<file path="src/rtl/bus_arbiter_rr_if.sv">
// Bus arbitration interface: per-master requests in, one-hot grant and status out.
// The arbiter takes the master modport; requesters (or a bench) drive the slave side.
interface bus_arbiter_rr_if #(
    parameter int N_MASTERS = 2
);
    localparam int ID_W = $clog2(N_MASTERS);

    logic [N_MASTERS-1:0] req;
    logic                 tx_done;
    logic                 prio_mode;
    logic [N_MASTERS-1:0] gnt;
    logic [ID_W-1:0]      gnt_id;
    logic                 bus_busy;
    logic                 timeout;
    logic [ID_W-1:0]      timeout_id;
    logic [1:0]           state_show;

    modport master (
        input  req, tx_done, prio_mode,
        output gnt, gnt_id, bus_busy, timeout, timeout_id, state_show
    );

    modport slave (
        output req, tx_done, prio_mode,
        input  gnt, gnt_id, bus_busy, timeout, timeout_id, state_show
    );
endinterface

</file>
<file path="src/rtl/bus_arbiter_rr.sv">
// N-master bus arbiter, fixed-priority or round-robin, holding each grant until
// completion/abort, with a grant-hold watchdog and a one-cycle turnaround after release.
module bus_arbiter_rr #(
    parameter int N_MASTERS = 2,
    parameter int HOLD_MAX  = 64
) (
    input  logic              clk,
    input  logic              rst,
    bus_arbiter_rr_if.master  bus
);
    localparam int ID_W  = $clog2(N_MASTERS);
    localparam int CNT_W = (HOLD_MAX > 2) ? $clog2(HOLD_MAX) : 1;
    localparam logic [CNT_W-1:0] HOLD_LAST = CNT_W'((HOLD_MAX > 0) ? HOLD_MAX - 1 : 0);

    typedef enum logic [1:0] {
        S_IDLE    = 2'd0,
        S_GRANT   = 2'd1,
        S_RELEASE = 2'd2
    } state_t;

    state_t               r_state;
    logic [N_MASTERS-1:0] r_gnt;
    logic [ID_W-1:0]      r_gnt_id;
    logic                 r_busy;
    logic                 r_timeout;
    logic [ID_W-1:0]      r_timeout_id;
    logic [CNT_W-1:0]     r_cnt;
    logic [ID_W-1:0]      r_last;

    logic [ID_W-1:0]      w_win_id;
    logic [ID_W-1:0]      w_idx;
    logic                 w_win_vld;
    logic                 w_abort;
    logic                 w_wd;
    logic                 w_rel;

    // Loops run from the far end so the highest-priority candidate is written last.
    always_comb begin
        w_win_id  = '0;
        w_idx     = '0;
        w_win_vld = |bus.req;
        if (!bus.prio_mode) begin
            for (int i = N_MASTERS - 1; i >= 0; i--) begin
                w_idx = ID_W'(i);
                if (bus.req[w_idx]) w_win_id = w_idx;
            end
        end else begin
            for (int i = N_MASTERS; i >= 1; i--) begin
                w_idx = ID_W'((int'(r_last) + i) % N_MASTERS);
                if (bus.req[w_idx]) w_win_id = w_idx;
            end
        end
    end

    // tx_done suppresses the watchdog so a coincident completion is a normal release.
    assign w_abort = !bus.req[r_gnt_id];
    assign w_wd    = (HOLD_MAX != 0) && (r_cnt == HOLD_LAST) && !bus.tx_done;
    assign w_rel   = bus.tx_done || w_abort || w_wd;

    always_ff @(posedge clk) begin
        if (rst) begin
            r_state      <= S_IDLE;
            r_gnt        <= '0;
            r_gnt_id     <= '0;
            r_busy       <= 1'b0;
            r_timeout    <= 1'b0;
            r_timeout_id <= '0;
            r_cnt        <= '0;
            r_last       <= ID_W'(N_MASTERS - 1);
        end else begin
            r_timeout <= 1'b0;
            case (r_state)
                S_IDLE: begin
                    if (w_win_vld) begin
                        r_gnt    <= {{(N_MASTERS-1){1'b0}}, 1'b1} << w_win_id;
                        r_gnt_id <= w_win_id;
                        r_busy   <= 1'b1;
                        r_cnt    <= '0;
                        r_state  <= S_GRANT;
                    end
                end
                S_GRANT: begin
                    if (w_rel) begin
                        r_gnt    <= '0;
                        r_gnt_id <= '0;
                        r_busy   <= 1'b0;
                        r_last   <= r_gnt_id;
                        r_cnt    <= '0;
                        r_state  <= S_RELEASE;
                        if (w_wd && !w_abort) begin
                            r_timeout    <= 1'b1;
                            r_timeout_id <= r_gnt_id;
                        end
                    end else begin
                        r_cnt <= r_cnt + 1'b1;
                    end
                end
                S_RELEASE: r_state <= S_IDLE;
                default:   r_state <= S_IDLE;
            endcase
        end
    end

    assign bus.gnt        = r_gnt;
    assign bus.gnt_id     = r_gnt_id;
    assign bus.bus_busy   = r_busy;
    assign bus.timeout    = r_timeout;
    assign bus.timeout_id = r_timeout_id;
    assign bus.state_show = r_state;
endmodule

</file>
<file path="src/flat_wrapper.sv">
// flat-port wrapper written by rule: the top's interface ports become plain ports
module bus_arbiter_rr_flat 
#(
    parameter int N_MASTERS = 2,
    parameter int HOLD_MAX  = 64
)
  (clk, rst, bus_req, bus_tx_done, bus_prio_mode, bus_gnt, bus_gnt_id, bus_bus_busy, bus_timeout, bus_timeout_id, bus_state_show);
  bus_arbiter_rr_if #(.N_MASTERS(N_MASTERS)) bus_i ();
  input  logic clk;
  input  logic rst;
  input wire logic [$bits(bus_i.req)-1:0] bus_req;
  input wire logic [$bits(bus_i.tx_done)-1:0] bus_tx_done;
  input wire logic [$bits(bus_i.prio_mode)-1:0] bus_prio_mode;
  output wire logic [$bits(bus_i.gnt)-1:0] bus_gnt;
  output wire logic [$bits(bus_i.gnt_id)-1:0] bus_gnt_id;
  output wire logic [$bits(bus_i.bus_busy)-1:0] bus_bus_busy;
  output wire logic [$bits(bus_i.timeout)-1:0] bus_timeout;
  output wire logic [$bits(bus_i.timeout_id)-1:0] bus_timeout_id;
  output wire logic [$bits(bus_i.state_show)-1:0] bus_state_show;
  assign bus_i.req = bus_req;
  assign bus_i.tx_done = bus_tx_done;
  assign bus_i.prio_mode = bus_prio_mode;
  assign bus_gnt = bus_i.gnt;
  assign bus_gnt_id = bus_i.gnt_id;
  assign bus_bus_busy = bus_i.bus_busy;
  assign bus_timeout = bus_i.timeout;
  assign bus_timeout_id = bus_i.timeout_id;
  assign bus_state_show = bus_i.state_show;
  bus_arbiter_rr #(.N_MASTERS(N_MASTERS), .HOLD_MAX(HOLD_MAX)) u_core (.clk(clk), .rst(rst), .bus(bus_i));
endmodule
</file>
<file path="config.mk">
export PLATFORM = sky130hd
export DESIGN_NAME = bus_arbiter_rr_flat
export DESIGN_NICKNAME = d
export VERILOG_FILES = /design/src/rtl/bus_arbiter_rr_if.sv /design/src/rtl/bus_arbiter_rr.sv /design/src/flat_wrapper.sv
export SDC_FILE = /design/constraint.sdc
export NUM_CORES = 1
export LEC_CHECK = 0
export BUFFER_PORTS_ARGS = -buffer_cell sky130_fd_sc_hd__buf_4
export CAP_MARGIN = 20
export CELL_PAD_IN_SITES_DETAIL_PLACEMENT = 0
export CELL_PAD_IN_SITES_GLOBAL_PLACEMENT = 1
export CORE_MARGIN = 10
export CORE_UTILIZATION = 35
export CTS_CLUSTER_DIAMETER = 50
export DETAILED_ROUTE_END_ITERATION = 16
export GPL_ROUTABILITY_DRIVEN = 0
export GPL_TIMING_DRIVEN = 0
export PLACE_DENSITY = 0.68
export SKIP_CTS_REPAIR_TIMING = 1
export SLEW_MARGIN = 20
export SYNTH_ARGS = -nofsm -noshare
export SYNTH_HDL_FRONTEND = slang
export SYNTH_SLANG_ARGS = --single-unit
</file>
<file path="constraint.sdc">
create_clock -name clk -period 1.5 [get_ports clk]
set_input_delay 0.3 -clock clk [delete_from_list [all_inputs] [get_ports clk]]
set_output_delay 0.3 -clock clk [all_outputs]
set_load 0.02 [all_outputs]
</file>
==> results list, run 1 <==
* Antenna diode count: 0
- Antenna-violating nets left: 0
- The Yosys step of the flow raised 0 warnings.
- WS Path Type: flip-flop to flip-flop
* Most frequent standard cell in the layout excluding fill and tap cells: sky130_fd_sc_hd__buf_4
* Nature of the critical path endpoint: flip-flop
* Global-route track usage on met2: 0.108
- During I/O placement, the number of pins put on the boundary was 14.
- Most common cell on crit path: sky130_fd_sc_hd__a211oi_4
* Syn Nets: 74
* Multi-input gate area: 398 um^2
- Data on the critical path is required at its endpoint by around 1.7 ns.
* Leak: 0.329 nW
* Most frequent cells in the layout: 19 x sky130_fd_sc_hd__buf_4, 11 x sky130_fd_sc_hd__dfxtp_1, 6 x sky130_fd_sc_hd__nor3_1, 6 x sky130_fd_sc_hd__nor2_1, 4 x sky130_fd_sc_hd__xnor2_1
* Routed via count: 574
* Final worst hold slack: 0.223 ns
* Vias per std cell: just over 5
* Register clock-pin slew on the reported worst setup and hold paths: about 0.080 ns
* Height of the die: 63.4 um
- Clock buffers created by TritonCTS: 3
* Hold/Removal Path Class: input pin to flip-flop
- The first global-routing pass estimated 2470 um of wire.
* Starting density of the core: 0.374
- Met3 Track Usage GR: 0.0495
* First-pass detailed-route iteration total: 4
- Violations in the final reports: setup timing
- Nets@finish: between 90 and 100
- Final critical-path setup slack: -0.100 ns
* Peak fanout along the critical path: 4
- Of the post-synthesis cell area, the dominant cell type holds 0.425.
- Layer with the highest usage after global routing: met2
- Number of different library cells in the post-synthesis netlist: 26
* Worst supply voltage drop on vdd: 489 uV
* Final Routed Wirelength: roughly 1500 um
* Global-route usage over all layers: 0.0760
* Post-route core utilization: 0.512
- Worst Skew: 0.000984 ns
- Root buffer cell: sky130_fd_sc_hd__clkbuf_4
- Detailed-route DRC error count: 0
- Clock tree from TritonCTS: yes
- Maximum number of pins on one net before global-route repair: 11
- In this run the number of H-tree levels came out at 1.
- For this block, the initial DRC count from the detailed router was 15.
- CP Buf/Inv Count: 1
- Summing all non-filler instances in the final layout gives an area of 903 um^2.
- In the final routed layout, each cell accounts on average for about 13 um.
- Largest cells by area after synthesis: sky130_fd_sc_hd__dfxtp_1 43%, sky130_fd_sc_hd__a211oi_4 6.1%, sky130_fd_sc_hd__nor3_1 5.3%
* Overflow left after global routing: 0
- For the worst setup path, the data arrival time is approximately 1.8 ns.
* Clk buf depth: 2
* Cell family contributing the most delay on the critical path: compound AO/OA/AOI/OAI gates
- Clk sinks: 14
- The core region is 0.00176 mm^2.
- Total number of placement rows: 15
* Number of cells produced by synthesis: 67
- Final hold violation count: 0
- Chip Width: around 63 um
* Layout filler cell count: 180
- Antenna violations before repair: 0
- Area after DPL: 790 um^2
* Synth-to-layout area growth: 37.0%
- Relative slew margins: 0.645
* Fmax: 625 MHz
- Most area-hungry cell type in the Yosys netlist: sky130_fd_sc_hd__dfxtp_1
- Largest stage delay, worst path: 0.37 ns
- Period utilisation layout: 1.07
* Pwr per Cell Area: around 880 mW/mm^2
- Final setup violation count: 7
- Final worst path period need: about 1.6 ns
- The number of global-route vias before repair was between 500 and 600.
- Insertion delay to the later sink of the worst-skew pair: approximately 0.28 ns
- Proportion of layout cells with a drive suffix above 1: 0.438
- Setup repair after global routing could not meet its margin everywhere.
- After synthesis the cells add up to between 600 and 700 um^2.
- #FFs+latches synth: 14
- The die covers 0.00402 mm^2.
- The signal on the critical path passes through ha_4 > and4_4 > a211oi_4 > a211oi_4 > buf_6 > o32ai_2.
- STA classifies the critical path startpoint as a flip-flop.
* Sequential cell area: 287 um^2
- The flow ran to the end, but the final reports show violations.
- Standard cell with the maximum stage delay on the critical path: sky130_fd_sc_hd__dfxtp_4
- Buffers placed on the I/O ports in this run total 13.
* Sequential element share of the synthesized area: 0.425
- Max-cap violations in this run came to 0.
* Slew of the pin with the lowest slew margin: 0.532 ns
- Average cell area after synthesis: 9.84 um^2
- Final number of max-transition violations: 0
- For this run, global-route usage on met1 was measured as 0.0958.
* Estimated wirelength of the detail-placed design: 1140 um
==> synth_stat cells <==
library cell / count
sky130_fd_sc_hd__dfxtp_1: 14
sky130_fd_sc_hd__ha_1: 1
sky130_fd_sc_hd__nor4b_1: 1
sky130_fd_sc_hd__nand2b_1: 3
sky130_fd_sc_hd__mux2i_1: 3
sky130_fd_sc_hd__nand2_1: 4
sky130_fd_sc_hd__clkbuf_1: 1
sky130_fd_sc_hd__and4_1: 1
sky130_fd_sc_hd__or2b_1: 1
sky130_fd_sc_hd__o21ai_1: 2
sky130_fd_sc_hd__o21ai_0: 2
sky130_fd_sc_hd__o32ai_2: 1
sky130_fd_sc_hd__a21boi_0: 1
sky130_fd_sc_hd__nor3_1: 7
sky130_fd_sc_hd__nor3b_1: 1
sky130_fd_sc_hd__inv_1: 2
sky130_fd_sc_hd__nand4b_1: 2
sky130_fd_sc_hd__mux2i_2: 1
sky130_fd_sc_hd__buf_4: 1
sky130_fd_sc_hd__a211oi_4: 2
sky130_fd_sc_hd__xnor2_1: 4
sky130_fd_sc_hd__o21bai_1: 1
sky130_fd_sc_hd__nor3_2: 2
sky130_fd_sc_hd__nor2_1: 6
sky130_fd_sc_hd__nor4_1: 1
sky130_fd_sc_hd__nand3_1: 2
==> final timing paths <==
check / start / end / slack [ns] / depth (start not counted)
setup / recovery: u_core.r_cnt[0] / u_core.bus.gnt[0] / -0.10 / 6
hold / removal: rst / u_core.bus.state_show[1] / 0.22 / 2
setup reg to reg: u_core.r_cnt[0] / u_core.bus.gnt[0] / -0.10 / 6
hold reg to reg: u_core.r_cnt[0] / u_core.r_cnt[0] / 0.48 / 1
==> where the power goes <==
part | internal [mW] | switching [mW] | total, mW
combinational | 0.0826 | 0.0889 | 0.172
clock | 0.0931 | 0.115 | 0.208
sequential | 0.389 | 0.0217 | 0.411
==> metrics by stage <==
step	instances	setup TNS, ns	power (mW)	worst slack (ns)
after CTS	108	-1.08	0.775	-0.156
after floorplan	67	0	0.503	0.0121
after global routing	114	-1.02	0.835	-0.172
after global placement	105	-0.813	0.563	-0.131
after detailed placement	105	-0.907	0.564	-0.141
final	114	-0.389	0.791	-0.100
==> sequential cells by signal (all words and copies together), names as in the netlist <==
name and cells:
u_core.r_cnt 6, u_core.bus.state_show 2, u_core.bus.bus_busy 1, u_core.bus.gnt 1, u_core.bus.gnt_id 1, u_core.bus.timeout 1, u_core.bus.timeout_id 1, u_core.r_last 1
==> cell families after synthesis <==
| group | share of synthesized area |
|---|---|
| flip-flops | 0.425 |
| AND/OR/NAND/NOR | 0.269 |
| AO/OA/AOI/OAI | 0.139 |
| adder cells (fa/ha/maj) | 0.0190 |
| buffers and inverters | 0.0285 |
| multiplexers | 0.0664 |
| XOR/XNOR | 0.0531 |
==> layer usage <==
| metal | routed length (um) | part of all wire |
|---|---|---|
| met5 | 0 | 0 |
| met4 | 0 | 0 |
| met3 | 101 | 0.066 |
| met2 | 712 | 0.47 |
| met1 | 712 | 0.47 |
==> layout make-up <==
| type | instances | area share |
|---|---|---|
| Buffer | 2 | 0.0125 |
| Clock buffer | 3 | 0.0249 |
| Inverter | 2 | 0.00831 |
| Multi-Input combinational cell | 49 | 0.440 |
| Sequential cell | 14 | 0.317 |
| Tap cell | 25 | 0.0346 |
| Timing Repair Buffer | 19 | 0.162 |
Power figures use the tool's default switching activity.
==> run 2: changes to the inputs <==
--- a/config.mk
+++ b/config.mk
@@ -10,12 +10,12 @@
 export CELL_PAD_IN_SITES_DETAIL_PLACEMENT = 0
 export CELL_PAD_IN_SITES_GLOBAL_PLACEMENT = 1
 export CORE_MARGIN = 10
-export CORE_UTILIZATION = 35
+export CORE_UTILIZATION = 38
 export CTS_CLUSTER_DIAMETER = 50
 export DETAILED_ROUTE_END_ITERATION = 16
 export GPL_ROUTABILITY_DRIVEN = 0
 export GPL_TIMING_DRIVEN = 0
-export PLACE_DENSITY = 0.68
+export PLACE_DENSITY = 0.71
 export SKIP_CTS_REPAIR_TIMING = 1
 export SLEW_MARGIN = 20
 export SYNTH_ARGS = -nofsm -noshare
==> constraint.sdc (replaced) <==
create_clock -name clk -period 1.62 [get_ports clk]
set_input_delay 0.324 -clock clk [delete_from_list [all_inputs] [get_ports clk]]
set_output_delay 0.324 -clock clk [all_outputs]
set_load 0.02 [all_outputs]
==> run 2 against run 1 <==
Effect of this change:
- highest routed layer is now met4
- non-clock buffer count shrank 2
- sequential share of layout area grew 1.0 points
- final area shrank 2.4%
- the flow now finishes without violations
==> results list, run 2 (synthesized netlist as in run 1, its figures left out) <==
* Number of maximum-capacitance constraint violations: 0 (unchanged)
* Antenna diode count: 0 (unchanged)
- The clock skew is 0.00770 ns (+0.00672 ns).
* Chip Width: 61.7 um (-2.8%)
- The remaining antenna violation count after routing is 0 (unchanged).
* Origin of the critical flop-to-flop path: u_core.r_cnt[1]
- Number of top-level design ports: 14 (unchanged)
- The area enclosed by the die boundary is 0.00380 mm^2 (-5.4%).
- Final Routed Wirelength: 1480 um (-2.9%)
- Run status: finished, final reports clean
- The core area came to 0.00158 mm^2 (-11%).
- Nature of the critical path endpoint: flip-flop
- The site row count was 14 (-1).
* Number of cell instances on the worst register-to-register path: 5 (-1)
- u_core.r_cnt holds more flip-flops than any other register.
- CTS H-tree depth: 1 (unchanged)
* Number of cells in the finished layout apart from fillers: 104 (-8.8%)
- First element of the critical path: u_core.r_cnt[1]
* Worst supply voltage drop on vdd: 419 uV (-14%)
- RSZ-0062 raised after global routing: true
- Most frequent cells in the layout: 18 x sky130_fd_sc_hd__buf_4, 11 x sky130_fd_sc_hd__dfxtp_1, 7 x sky130_fd_sc_hd__nor3_1, 6 x sky130_fd_sc_hd__nor2_1
- The required time of the worst setup path is 1.81 ns (+0.11 ns).
- The share of the core filled with cells was 0.560 (+0.0475).
- The post-placement cell count was 96 (-8.6%).
- Relative slew margins: 0.669 (+0.0238)
- Clk buf depth: 2 (unchanged)
* Startpoint Class: flip-flop
- The final non-filler cell area is 882 um^2 (-2.4%).
* Synth-to-layout area growth: 33.8%
- The average detailed-routed wire length per instance is 14.3 um (+6.5%).
- The number of global-route vias before repair came to 514 (+1.4%).
- Final hold violation count: 0 (unchanged)
* Routed via count: 546 (-4.9%)
- The layout filler cell count is 147 (-18%).
- The count of buffers from port buffering is 13 (unchanged).
- The global router's overall resource usage came to 0.0848 (+0.00874).
- Final setup violation count: 0 (-7)
- The initial cell density of the core came to 0.418 (+0.0445).
* Maximum number of pins on one net before global-route repair: 11 (unchanged)
* Estimated wirelength of the detail-placed design: 1060 um (-7.3%)
- The max-slew violation count was 0 (unchanged).
- Worst endpoint data arrival time: 1.80 ns (about the same)
- Clock buffers created by TritonCTS: 3 (unchanged)
- Global-route wire length before repair: 2350 um (-5.0%)
* Flip-flop count of the largest register, all copies and words added: 6 (unchanged)
* First-pass detailed-route iteration total: 4 (unchanged)
* Hold/Removal Path Class: input pin to flip-flop
* Slew of the pin with the lowest slew margin: 0.494 ns (-0.0384 ns)
- Register clock-pin slew on the reported worst setup and hold paths: 0.09 ns (about the same)
* Worst R2R End: u_core.bus.gnt[0]
- Clk sinks: 14 (unchanged)
* End of the critical path: u_core.bus.gnt[0]
- TritonCTS built the clock tree.
- The total power after layout was 0.769 mW (-2.8%).
- The final critical delay including setup and external delays was 1.60 ns (+0.00359 ns).
* Insertion delay to the later sink of the worst-skew pair: 0.28 ns (about the same)
- Peak fanout along the critical path: 6 (+2)
* Antenna violations before repair: 0 (unchanged)
- 1st-iter DRT viols: 10 (-5)
- Fmax: 624 MHz (-0.22%)
- Reg2reg setup slack: 0.02 ns (+0.12 ns)
* Area after DPL: 777 um^2 (-1.6%)
* Vias per std cell: 5.25 (+4.3%)
- The share of the clock period used by the worst path came to 0.990 (-0.0768).
- The fraction of layout cells with a size suffix above 1 was 0.386 (-0.0518).
- Clock tree synthesis selected as its root buffer the cell sky130_fd_sc_hd__clkbuf_4.
- The power density normalized to cell area was 871 mW/mm^2 (-0.50%).
* Detailed-route DRC error count: 0 (unchanged)
- The library cell used most frequently in the layout, excluding fill and tap cells, is sky130_fd_sc_hd__buf_4.
- Leak: 0.325 nW (-1.3%)
- The critical path is of the flip-flop to flip-flop type.
- Height of the die: 61.7 um (-2.8%)
* Overflow left after global routing: 0 (unchanged)
- Nets@finish: 96 (-2.0%)
[run 2: metrics by stage]
step | setup slack [ns] | TNS (ns) | hold WS, ns
floorplan | 0.0942 | 0 | 0.398
global placement | -0.0452 | -0.0949 | 0.469
detailed placement | -0.0527 | -0.123 | 0.471
CTS | -0.0826 | -0.274 | 0.234
global route | -0.0483 | -0.0483 | 0.228
finish | 0.0162 | 0 | 0.240
[run 2: how the worst min path moves through the flow]
stage,from,to,cells past startpoint,slack [ns]
after floorplan,rst,u_core.bus.state_show[1],1,0.40
after CTS,rst,u_core.bus.state_show[1],2,0.23
after detailed placement,u_core.r_cnt[1],u_core.r_cnt[1],2,0.47
after global placement,u_core.bus.bus_busy,u_core.bus.bus_busy,2,0.47
after global routing,rst,u_core.bus.state_show[1],2,0.23
final,rst,u_core.bus.state_show[1],2,0.24
[run 2: layer usage]
layer  GRT usage  share of wire  vias up
met4      0.0573         0.0067        0
met3      0.0226          0.051        2
met5           0              0        -
li1            -              -      279
met1       0.112           0.46      253
met2       0.116           0.48       12
[run 2: where the power goes]
part | switching, mW | internal, mW | total, mW
clock | 0.115 | 0.137 | 0.251
combinational | 0.0744 | 0.0633 | 0.138
sequential | 0.0204 | 0.359 | 0.379
total | 0.210 | 0.559 | 0.769
[run 2: final cells by class]
cell class	instances	area [um^2]	area share
repair buffers	17	128	0.145
well taps	16	20.0	0.0227
plain buffers	2	11.3	0.0128
multi-input cells	49	390	0.443
flip-flops and latches	14	289	0.328
inverters	2	7.51	0.00851
clock buffers	4	36.3	0.0411
[run 2: critical path, stage by stage, from the launching register on]
cell,delay [ns]
sky130_fd_sc_hd__dfxtp_4,0.37
sky130_fd_sc_hd__ha_4,0.17
sky130_fd_sc_hd__and4_4,0.19
sky130_fd_sc_hd__a211oi_4,0.36
sky130_fd_sc_hd__a211oi_4,0.16
sky130_fd_sc_hd__o32ai_2,0.26
